`src/rtl/bz_serializer.sv`:
```
// bz_serializer
// PC->BrainDrop direction of the router. Takes one {code, payload} word from
// the PC-side channel and emits it as a wormhole packet into the BrainDrop-side
// input FIFO: one head flit carrying the code, then NCHUNK payload flits
// (LSB chunk first). Only the last flit carries tail=1.
//
// Ports
//   clk               clock, posedge
//   reset             asynchronous, active-high; drops any partial packet
//   PC_in_channel_d   input word {code, payload}
//   PC_in_channel_v   input word valid
//   PC_in_channel_a   registered ack, one-cycle pulse per word consumed
//   isfull            BrainDrop-side FIFO full
//   data_out          flit {tail, data[DataWidth-1:0]}
//   wrreq             FIFO write strobe; flit is written on the clk edge when high
module bz_serializer #(
    parameter int NPCcode   = 8,
    parameter int NPCdata   = 24,
    parameter int DataWidth = 10
) (
    input  logic                       clk,
    input  logic                       reset,
    input  logic [NPCcode+NPCdata-1:0] PC_in_channel_d,
    input  logic                       PC_in_channel_v,
    output logic                       PC_in_channel_a,
    input  logic                       isfull,
    output logic [DataWidth:0]         data_out,
    output logic                       wrreq
);

    localparam int W      = NPCcode + NPCdata;
    localparam int NCHUNK = (NPCdata + DataWidth - 1) / DataWidth;
    localparam int CW     = (NCHUNK > 1) ? $clog2(NCHUNK) : 1;
    localparam int PADW   = NCHUNK * DataWidth;
    localparam logic [CW-1:0] LAST = CW'(NCHUNK - 1);

    typedef enum logic [1:0] {
        IDLE,
        HEAD,
        BODY
    } state_t;

    state_t          state, state_next;
    logic [CW-1:0]   cnt, cnt_next;
    logic [W-1:0]    hold;
    logic            capture;
    logic            a_next;
    logic            tail;
    logic [PADW-1:0] payload_pad;

    // Payload zero-extended to a whole number of chunks so the last chunk
    // picks up zero padding above NPCdata.
    assign payload_pad = PADW'(hold[NPCdata-1:0]);
    assign tail        = (cnt == LAST);

    always_comb begin
        state_next = state;
        cnt_next   = cnt;
        a_next     = 1'b0;
        capture    = 1'b0;
        wrreq      = 1'b0;
        data_out   = '0;
        case (state)
            IDLE: begin
                // The a==0 guard keeps a word still presented on the ack
                // cycle from being taken twice.
                if (PC_in_channel_v && !PC_in_channel_a) begin
                    capture    = 1'b1;
                    a_next     = 1'b1;
                    state_next = HEAD;
                end
            end
            HEAD: begin
                wrreq    = !isfull;
                data_out = {1'b0, DataWidth'(hold[W-1 -: NPCcode])};
                if (!isfull) begin
                    state_next = BODY;
                    cnt_next   = '0;
                end
            end
            BODY: begin
                wrreq    = !isfull;
                data_out = {tail, payload_pad[int'(cnt)*DataWidth +: DataWidth]};
                if (!isfull) begin
                    if (tail) begin
                        state_next = IDLE;
                    end else begin
                        cnt_next = cnt + 1'b1;
                    end
                end
            end
            default: state_next = IDLE;
        endcase
    end

    always_ff @(posedge clk or posedge reset) begin
        if (reset) begin
            state           <= IDLE;
            cnt             <= '0;
            PC_in_channel_a <= 1'b0;
            hold            <= '0;
        end else begin
            state           <= state_next;
            cnt             <= cnt_next;
            PC_in_channel_a <= a_next;
            if (capture) begin
                hold <= PC_in_channel_d;
            end
        end
    end

endmodule

```
`config.mk`:
```
export PLATFORM = sky130hd
export DESIGN_NAME = bz_serializer
export DESIGN_NICKNAME = d
export VERILOG_FILES = /design/src/rtl/bz_serializer.sv
export SDC_FILE = /design/constraint.sdc
export NUM_CORES = 1
export LEC_CHECK = 0
export ABC_AREA = 1
export BUFFER_PORTS_ARGS = -buffer_cell sky130_fd_sc_hd__clkbuf_2
export CORE_MARGIN = 4
export CORE_UTILIZATION = 40
export CTS_CLUSTER_DIAMETER = 50
export DETAILED_ROUTE_END_ITERATION = 8
export REMOVE_ABC_BUFFERS = 1
export SETUP_SLACK_MARGIN = 0.4
export SYNTH_ARGS = -nofsm -noshare
export SYNTH_HDL_FRONTEND = slang
export SYNTH_SLANG_ARGS = --single-unit
```
`constraint.sdc`:
```
create_clock -name clk -period 3.9 [get_ports clk]
set_input_delay 0.39 -clock clk [delete_from_list [all_inputs] [get_ports clk]]
set_output_delay 0.39 -clock clk [all_outputs]
set_load 0.01 [all_outputs]
```
==> metrics <==
Setup crit start kind=flip-flop; chip width=around 77 um; share of cells above drive strength 1=0.230; Max-cap violations=0; most common cell after layout, fill and taps aside=nand2_1; first-pass GRT wire length=between 6000 and 7000 um; Area growth, synth to finish=17.2%; Num CTS Buffers=5; H-tree depth=2; crit path capture type=output pin; CP Data Arrival Time=1.80 ns; Sw Share=0.409; # diodes=0; switching pwr=641 uW; worst path cell trace=inv_1 -> ha_1 -> nand3_1 -> o21ai_0 -> clkbuf_2; vias in the first global route=1,477; vias per cell=4.59; GR Util All Layers=0.141; clock root buffer master=clkbuf_8; dpl hpwl=2880 um; #FFs+latches synth=37; setup tns final=0 ns; largest family of logic cells by synthesized area=simple AND/OR/NAND/NOR gates; CP max stage cell=dfrtp_1; crit-path max cell delay=0.41 ns; cell count after placement=335; Core ar.=4440 sq um; Yosys warnings=0; DR WL/cell=11.6 um; port buffer count=48; Comb power frac=0.422; vias=roughly 1,600; power density cells=~710 nW/um^2; status=finished clean; CTS tree=built; sequential power share=0.415; static leakage=0.00126 uW; Synth Area in Adders=0.0398; CP Data Required Time=approximately 3.5 ns; RSZ-0062 raised after global routing=false; final count of pins violating max slew=0; Skew-Pair Late Insertion Delay=0.29 ns; fin util=0.497; Initial Util=0.424; register area share after synthesis=0.491; initial antenna violation count=0; Die ar.=5870 sq um; Int Pwr=927 uW; Crit Path Class=flip-flop to output pin; FMAX=457 MHz; initial DRC count=31; largest net degree at the start of global routing=48; most frequent cells in the layout=117 x nand2_1, 48 x clkbuf_2, 37 x dfrtp_1, 25 x inv_1, 13 x nand3_1; Peak supply drop=0.296 mV; Final Net Count=roughly 330; Setup Skew=0.00735 ns; Num Clock Sinks=37; Hold Vio Cnt, Final=0; hold crit path type=input pin to async pin; relative slew slack=0.582; count of hold-fix buffers inserted at cts=0; CTS clk-pin slew, worst paths=0.07 ns; CP max FO=6; setup violators final=0; post-route ant nets=0; row count=24; Congestion Overflow GR=0; largest cells by area after synthesis=dfrtp_1 49%, nand2_1 23%, inv_1 5.0%, ha_1 4.0%, nand3_1 3.5%; Synth Instances=243; leading area contributor after synthesis=dfrtp_1; DIE HEIGHT=76.6 um; Residual DRC=0; Netlist Area Pre-Place=between 1500 and 2000 sq um; setup bufs post-CTS=0; Non-Filler Instances=~340; library cells used by synthesis=22; share of the synthesized area in the top cell type=0.491; deepest clock path buffer count=2; clock network power share=0.163; post-synthesis compound-gate area fraction=0.0876; Min Clock Period, post-route=2.19 ns; drt pass-1 iters=4; number of I/O pins=49; Avg Cell Area, Syn=7.75 sq um; Tcrit/Tclk final=0.561; Post-Route WL=just under 4000 um; cts repair resizes=0; Synth Area in Simple Gates=0.289; mux share of post-synthesis cell area=0; Worst Tran Pin Value=0.628 ns; Post-Synth XOR/XNOR Area=0; RePlAce Congestion=0.747
[worst max-delay path, delay by kind of cell (launching register included)]
kind,cells,cell delay (ns)
AOI/OAI and AO/OA,1,0.25
DFF,1,0.41
and+or+nand+nor,1,0.23
buffers and inverters,2,0.27
adders and majority gates,1,0.34
[logic make-up (layout without fill, tap and decap cells)]
kind of cell / Yosys count / after routing
and+or+nand+nor: 138 / 138
adders and majority gates: 6 / 6
AOI/OAI and AO/OA: 26 / 26
DFF: 37 / 37
buffers and inverters: 36 / 84
[routing by layer]
metal / global-route usage / share of wire / vias up
met5: 0 / 0 / -
met4: 0.0598 / 0.017 / 0
met3: 0.0426 / 0.055 / 4
met2: 0.220 / 0.45 / 40
met1: 0.180 / 0.48 / 693
li1: - / - / 836
[cell usage after synthesis, drive strengths merged]
| master | n |
|---|---|
| ha | 6 |
| inv | 26 |
| nor2 | 7 |
| o21a | 1 |
| o22ai | 3 |
| nand3 | 13 |
| dfrtp | 37 |
| nand2 | 118 |
| o21ai | 19 |
| a21oi | 2 |
| buf | 7 |
| a21boi | 1 |
| clkbuf | 2 |
| clkinv | 1 |
[path summary, 6_finish.rpt]
kind                            slack (ns)          end           startpoint  depth (start not counted)
worst max-delay path                  1.71  data_out[4]             state[1]                          5
worst min-delay path                  0.17     hold[11]                reset                          3
worst max register to register        1.91      hold[3]             state[1]                          6
worst min register to register        0.48      hold[7]              hold[7]                          2
max in group asynchronous             3.39     hold[15]                reset                          3
min in group clk                      0.29     hold[14]  PC_in_channel_d[14]                          3
[power groups by stage]
stage | Clock [uW] | Sequential (uW) | Combinational, uW
3_3_place_gp | 0 | 653 | 666
3_5_place_dp | 0 | 657 | 674
6_report | 256 | 651 | 662
4_1_cts | 264 | 652 | 677
5_1_grt | 277 | 672 | 761
2_1_floorplan | 0 | 634 | 496
[per-stage QoR]
step	area (sq um)	power (uW)	hold WS, ns	worst slack [ns]
6_report	2210	1570	0.168	1.71
4_1_cts	2210	1590	0.193	1.70
3_5_place_dp	2130	1330	0.465	1.88
5_1_grt	2210	1710	0.233	1.55
2_1_floorplan	1810	1130	0.443	2.26
3_3_place_gp	2130	1320	0.459	1.92
[registers in the layout, summed over array words and instances, names as in the netlist]
signal,flops
cnt,2
state,2
PC_in_channel_a,1
hold,32
[final cells by class]
class	count	area, sq um
fillers	479	2240
multi-input cells	170	785
inverters	27	103
flip-flops and latches	37	926
well taps	52	65.1
clock inverters	2	10.0
clock buffers	6	72.6
repair buffers	49	248
Power figures use the tool's default switching activity.
